`config.mk`:
```
export PLATFORM = sky130hd
export DESIGN_NAME = seg7_scan_counter
export DESIGN_NICKNAME = d
export VERILOG_FILES = /design/src/rtl/seg7_pkg.sv /design/src/rtl/seg7_scan_mux.sv /design/src/rtl/seg7_scan_counter.sv
export SDC_FILE = /design/constraint.sdc
export NUM_CORES = 1
export LEC_CHECK = 0
export ABC_AREA = 1
export BUFFER_PORTS_ARGS = -buffer_cell sky130_fd_sc_hd__buf_2
export CORE_ASPECT_RATIO = 1.4
export CORE_UTILIZATION = 45
export DETAILED_ROUTE_END_ITERATION = 8
export PLACE_DENSITY_LB_ADDON = 0.05
export REMOVE_ABC_BUFFERS = 1
export SLEW_MARGIN = 5
export SYNTH_ARGS = -nofsm -noshare
export SYNTH_HDL_FRONTEND = slang
export SYNTH_SLANG_ARGS = --single-unit
```
`constraint.sdc`:
```
create_clock -name system_clock -period 3.6 [get_ports system_clock]
set_clock_uncertainty 0.15 [all_clocks]
set_input_delay 0.72 -clock system_clock [delete_from_list [all_inputs] [get_ports system_clock]]
set_output_delay 0.72 -clock system_clock [all_outputs]
set_load 0.02 [all_outputs]
```
`src/rtl/seg7_pkg.sv`:
```
// seg7_pkg: blank pattern, active-low hex glyph table {g,f,e,d,c,b,a} and lookup helper
package seg7_pkg;
  localparam logic [6:0] SEG_BLANK = 7'h7F;
  localparam logic [15:0][6:0] HEX_GLYPH = {
    7'h0E, 7'h06, 7'h21, 7'h46, 7'h03, 7'h08, 7'h10, 7'h00,
    7'h78, 7'h02, 7'h12, 7'h19, 7'h30, 7'h24, 7'h79, 7'h40
  };
  function automatic logic [6:0] hex_glyph(input logic [3:0] h);
    return HEX_GLYPH[h];
  endfunction
endpackage

```
`src/rtl/seg7_scan_mux.sv`:
```
// seg7_scan_mux: digit scan divider, digit index and registered seg/anode drive.
// Leading-zero blanking of digits above 0 when LEADING_ZERO_BLANK_EN is defined.
module seg7_scan_mux
  import seg7_pkg::*;
#(
  parameter int NUM_DIGITS = 4,
  parameter int SCAN_DIV   = 1000
) (
  input  logic                      i_clk,
  input  logic                      i_rst_n,
  input  logic [4*NUM_DIGITS-1:0]   i_count,
  output logic [6:0]                o_seg,
  output logic [NUM_DIGITS-1:0]     o_anode
);
  localparam int DW = SCAN_DIV > 1 ? $clog2(SCAN_DIV) : 1;
  localparam int IW = NUM_DIGITS > 1 ? $clog2(NUM_DIGITS) : 1;
  logic [DW-1:0] r_div;
  logic [IW-1:0] r_idx;
  logic [4*NUM_DIGITS-1:0] w_shift;
  logic w_blank;
  assign w_shift = i_count >> {r_idx, 2'b00};
`ifdef LEADING_ZERO_BLANK_EN
  assign w_blank = (r_idx != '0) && (w_shift == '0);
`else
  assign w_blank = 1'b0;
`endif
  always_ff @(posedge i_clk or negedge i_rst_n) begin
    if (!i_rst_n) begin
      r_div   <= '0;
      r_idx   <= '0;
      o_seg   <= SEG_BLANK;
      o_anode <= '1;
    end else begin
      r_div   <= (r_div == DW'(SCAN_DIV - 1)) ? '0 : r_div + 1'b1;
      if (r_div == DW'(SCAN_DIV - 1))
        r_idx <= (r_idx == IW'(NUM_DIGITS - 1)) ? '0 : r_idx + 1'b1;
      o_seg   <= w_blank ? SEG_BLANK : hex_glyph(w_shift[3:0]);
      o_anode <= ~(NUM_DIGITS'(1) << r_idx);
    end
  end
endmodule

```
`src/rtl/seg7_scan_counter.sv`:
```
// seg7_scan_counter: prescaled N-digit hex up/down counter with load and wrap pulse,
// scanned onto a common-anode 7-segment display (optional LEADING_ZERO_BLANK_EN).
module seg7_scan_counter
  import seg7_pkg::*;
#(
  parameter int NUM_DIGITS = 4,
  parameter int PRESCALE   = 50000,
  parameter int SCAN_DIV   = 1000
) (
  input  logic                      system_clock,
  input  logic                      system_reset,
  input  logic                      count_en,
  input  logic                      count_dir,
  input  logic                      load,
  input  logic [4*NUM_DIGITS-1:0]   load_value,
  output logic [4*NUM_DIGITS-1:0]   count,
  output logic                      wrap,
  output logic [6:0]                seg,
  output logic [NUM_DIGITS-1:0]     anode
);
  localparam int CW = 4 * NUM_DIGITS;
  localparam int PW = PRESCALE > 1 ? $clog2(PRESCALE) : 1;
  logic [PW-1:0] r_pre;
  logic [CW-1:0] r_count;
  logic          r_wrap;
  logic          w_tick;
  assign w_tick = count_en && (r_pre == PW'(PRESCALE - 1));
  assign count  = r_count;
  assign wrap   = r_wrap;
  // load wins over a coincident tick and restarts the prescale period
  always_ff @(posedge system_clock or negedge system_reset) begin
    if (!system_reset) begin
      r_pre   <= '0;
      r_count <= '0;
      r_wrap  <= 1'b0;
    end else if (load) begin
      r_pre   <= '0;
      r_count <= load_value;
      r_wrap  <= 1'b0;
    end else begin
      if (count_en) r_pre <= w_tick ? '0 : r_pre + 1'b1;
      if (w_tick) r_count <= count_dir ? r_count + 1'b1 : r_count - 1'b1;
      r_wrap <= w_tick && (count_dir ? &r_count : r_count == '0);
    end
  end
  seg7_scan_mux #(
    .NUM_DIGITS (NUM_DIGITS),
    .SCAN_DIV   (SCAN_DIV)
  ) u_scan (
    .i_clk   (system_clock),
    .i_rst_n (system_reset),
    .i_count (r_count),
    .o_seg   (seg),
    .o_anode (anode)
  );
endmodule

```
# Word-level counts from Yosys, hierarchy flattened
# Memory sizes are Yosys's and may differ from the RTL's. A register that Yosys moved wholly into a read port is not among the register bits.
# Index checks and enable logic that the tools add are counted.
# word_totals
reg_bits	49
romBits	112
inputBits	21
out_inout_bits	28
mem_count	1
# classes
n_addsub	5
n_eq_ne	3
n_shift	2
n_mux	10
bitwise	1
reduce_logical	7
# mem_list
name	words	width	rd	rd_clocked_by_memory_dff	write_ports	line_no	text
(name not given)	16	7	1	1	0	seg7_pkg.sv:9	return HEX_GLYPH[h];
# ops
cell	count
$mux W16	6
$add A16 B1 Y16 const B	2
$eq A16 B16 Y1 const B	1
$logic_not A16 Y1	1
$reduce_and A16 Y1	1
$shr A16 B4 Y4	1
$sub A16 B1 Y16 const B	1
$add A10 B1 Y10 const B	1
$eq A10 B10 Y1 const B	1
$mux W10	1
$not A4 Y4	1
$reduce_bool A2 Y1	2
$shl A1 B2 Y4 const A	1
$add A2 B1 Y2 const B	1
$eq A2 B2 Y1 const B	1
$logic_and A1 B1 Y1	2
$mux W1	2
$mux W2	1
$logic_not A1 Y1	1

# Logic depth before layout (Yosys ltp)
# logic_depth
ltp_word	5
ltp_mapped	11
depth_no_buf	11

# Hierarchy
# From an unflattened synthesis, not the netlist that was laid out.
# hier_totals
hier_cells	550
hier_area_um2	3926.3
# by_module_without_submodules
mod	instances	cells_each	area_each_um2	seq_area_each_um2
seg7_scan_counter	1	377	2578.7	825.8
seg7_scan_mux	1	173	1347.5	589.3

# Worst setup path after synthesis
# No wires, ideal clock.
# synth_timing
kind	input to register
start	in count_dir
end	reg r_count[7] (netlist: count[7])
setup_time_ps	122
arrival_time_ps	2114
slack_ps	1214
path_stages	8
path_cell_list	inv_1 > ha_1 > or2_1 > nand3_1 > nand2_1 > or2_2 > nand3_1 > nand3_2
# synth_via
elab_chain_len	3
# synth_rtl
element	line_no	text
start: declaration	seg7_scan_counter.sv:13	input logic count_dir,
$mux W16 (2 in series)	seg7_scan_counter.sv:42	if (w_tick) r_count <= count_dir ? r_count + 1'b1 : r_count - 1'b1;
$mux W16	seg7_scan_counter.sv:36	end else if (load) begin
end signal: assignment	seg7_scan_counter.sv:38	r_count <= load_value;
end signal: assignment	seg7_scan_counter.sv:42	
end: declaration	seg7_scan_counter.sv:24	logic [CW-1:0] r_count;
# Every way passes these cells. The select of a mux whose other input is x is not followed.
# A chain may end at the register's enable or synchronous reset.

# Worst setup path in the final report
# layout_timing
start	in count_dir
end	reg r_count[13] (netlist: count[13])
# Same word-level chain as after synthesis.

==> out/metrics.cfg <==
[run_status]
status = completed

[clock_tree]
htreeDepth = 2
postCtsHoldBufs = 0
cts_made_buffers = 5
worstSkewPairLatency_ps = 290
cts.sinks = 56
clock_path_buffers = 2
clk_pin_slew_worst_paths_ps = 70
cts_resized = 0
cts_root_buffer = clkbuf_16
postCtsSetupBuffers = 0
cts_tree = built

[synth]
ys_ff_latch = 56
synth_top_area_share_pct = 27.3
synth_area_leaders = dfrtp_1 (27%), nand2_1 (16%), inv_1 (8.1%)
synthesis.area_um2 = 4120
post_synth.cell_area_avg_um2 = 7.08
synth_cell_types = 44
synth_ff_type = dfrtp_1
yosysWarningCount = 0
synthArstFlopShare_pct = 100
netlist.top_cell.by_area = dfrtp_1
synth_edf_count = 0
synth_seq_area_share_pct = 34.4
netlist_instances = 582

[worst_hold_path]
hold_path_class = input port to asynchronous set/reset pin

[final_layout]
antenna_cells = 0
syn_to_final_growth_pct = 10.9
drive_gt1_share_pct = 17.1
fin_nets = 678

[job]
drv_cap = 0

[floorplanning]
core.rowCount = 40
pin_count = 49
initial_utilization_pct = 47.3
die_x_um = 82.9
die-area_um2 = 9550
die_y_um = 115
core_area_um2 = 8710

[power]
pwr-share-clk_pct = 29.4
p_int_mw = 1.12
power.switching_mw = 0.569
p_leak_nw = 2.44
irDropWorstVdd_uv = 261
p_sw_share_pct = 33.6
power_per_cell_area_nw_per_um2 = 370
pwr-share-seq_pct = 43.2
comb_power_share_pct = 27.5

[routing]
drt_iter0_markers = 176
routed_wl_mm = 10.5
route.detailed.drc = 0
wl_per_cell_um = 14.2
firstDrtPassIters = 5
vias = 3734
viasPerCell = 5.07
ant_nets = 0

[sta]
fin_tns_setup_ps = 0
setup_ws_ps = 1110
rsz0062_at_grt = false
fin_crit_sh_pct = 69.2
finalSetupViolCount = 0
max_freq_ghz = 0.401
worstMarginPinSlew_ps = 568
finalHoldViolCount = 0
slew_viol_final = 0
slew-limit-headroom_pct = 62.1
timing.final.crit_period_ps = 2490

[placement]
place_congestion = 0.924
port_buffers = 48
pre_cts_slack_ps = 789
dp_hpwl_mm = 8.38

[global_route]
overflow = 0
antenna_found_initial = 0
grt_max_degree = 33
track_usage_pct = 23.8
grt_pass1_vias = 3748
grt_pass1_wl_mm = 18.0

[worst_setup_path]
crit_type = input port to flip-flop
rr_startpoint = count[0]$_DFFE_PN0P_
r2r-end = count[12]$_DFFE_PN0P_
r2r_cells = 10
reg2reg_slack_ps = 1460
arrival_ps = 2530
startpoint_type = input port
path_max_fanout = 14
cp.required_ps = 3640
critPathCaptureType = flip-flop

==> power by group through the flow <==
stage	combinational, mW	clock, mW	sequential (mW)
floorplan	0.285	0	0.771
global placement	0.460	0	0.742
detailed placement	0.467	0	0.741
CTS	0.469	0.508	0.730
global route	0.531	0.540	0.736
finish	0.465	0.496	0.729
==> kinds of logic (layout without fill, tap and decap cells) <==
family          Yosys count  after routing  share of synthesized area (%)
compound gates           58             58                           8.17
fa+ha+maj                27             27                           8.38
simple gates            329            329                           36.8
xor+xnor                  6              6                           1.28
flops                    56             56                           34.4
buf+inv                 106            155                           11.1
==> through the flow <==
stage,instance area (um^2),power [mW],cells,utilization [%],hold slack (ps)
after CTS,4570,1.71,736,52.5,286
final,4570,1.69,736,52.5,266
after detailed placement,4420,1.21,728,50.7,359
after global placement,4420,1.20,728,50.7,340
after floorplan,4040,1.06,574,-,274
after global routing,4570,1.81,736,52.5,309
==> state kept, by name, summed over array words and instances (netlist names) <==
| signal | flops |
|---|---|
| count | 16 |
| r_pre | 16 |
| u_scan.r_div | 10 |
| u_scan.o_seg | 7 |
| u_scan.o_anode | 4 |
| u_scan.r_idx | 2 |
| wrap | 1 |
==> cells in the final DEF (no fill, tap or decap), types with 2 or more instances in the layout <==
master and count:
nor2_1 42, buf_2 48, nor3b_1 2, clkbuf_16 5, inv_2 4, nor4_1 2
dfstp_2 11, nand3_1 42, xor2_1 5, o211ai_2 3, nor2_2 3, or2_1 2
nand4_1 13, clkinv_1 2, nand2_4 2, or2_2 4, nand3b_1 3, o21ai_0 17
o22ai_1 2, o211ai_1 2, inv_1 89, inv_4 3, nand3_2 8, a21oi_1 26
o21ai_1 2, ha_1 26, nor3_2 2, nand2_2 9, nor3_1 19, nand2_1 174
dfrtp_1 45
==> final cells by class <==
class | count | area [um^2]
Sequential cell | 56 | 1420
Fill cell | 892 | 4140
Clock buffer | 7 | 143
Tap cell | 105 | 131
Timing Repair Buffer | 49 | 248
Inverter | 98 | 375
Multi-Input combinational cell | 420 | 2250
Clock inverter | 1 | 7.51
==> cell usage after synthesis (all sizes together) (2+ instances only) <==
cell type / count
nand3b: 3
o21ai: 20
nor4: 2
buf: 8
o211ai: 5
dfrtp: 45
nand3: 50
nand2: 185
a21oi: 26
or2: 6
inv: 96
nor3: 21
o22ai: 2
dfstp: 11
nor3b: 2
nand4: 13
nor2: 47
clkinv: 2
ha: 26
xor2: 5
==> layer usage <==
layer / part of all wire (%) / wire (um) / global-route usage (%)
met3: 2.3 / 238 / 2.66
met4: 2.1 / 223 / 8.74
met5: 0 / 0 / 0
met1: 40 / 4210 / 26.4
met2: 55 / 5790 / 46.4
==> how the worst max path moves through the flow <==
stage	from	endpoint	slack, ps	depth (start not counted)
2_1_floorplan	count_dir	count[7]$_DFFE_PN0P_	1210	8
3_3_place_gp	count_dir	count[13]$_DFFE_PN0P_	800	12
3_5_place_dp	count_dir	count[6]$_DFFE_PN0P_	790	10
4_1_cts	count_dir	count[6]$_DFFE_PN0P_	1090	10
5_1_grt	count_dir	count[6]$_DFFE_PN0P_	950	10
6_report	count_dir	count[13]$_DFFE_PN0P_	1110	12
==> worst max-delay path: stages <==
cell and delay [ps]:
buf_2 150, inv_1 260, ha_1 480, nand2_1 70, inv_1 110, nand2_1 110, nor3_1 210, nand2_1 160
nand2_1 100, nand2_1 50, nand3_1 60, nand2_1 50
No activity file was read; power rests on OpenSTA's default activity.
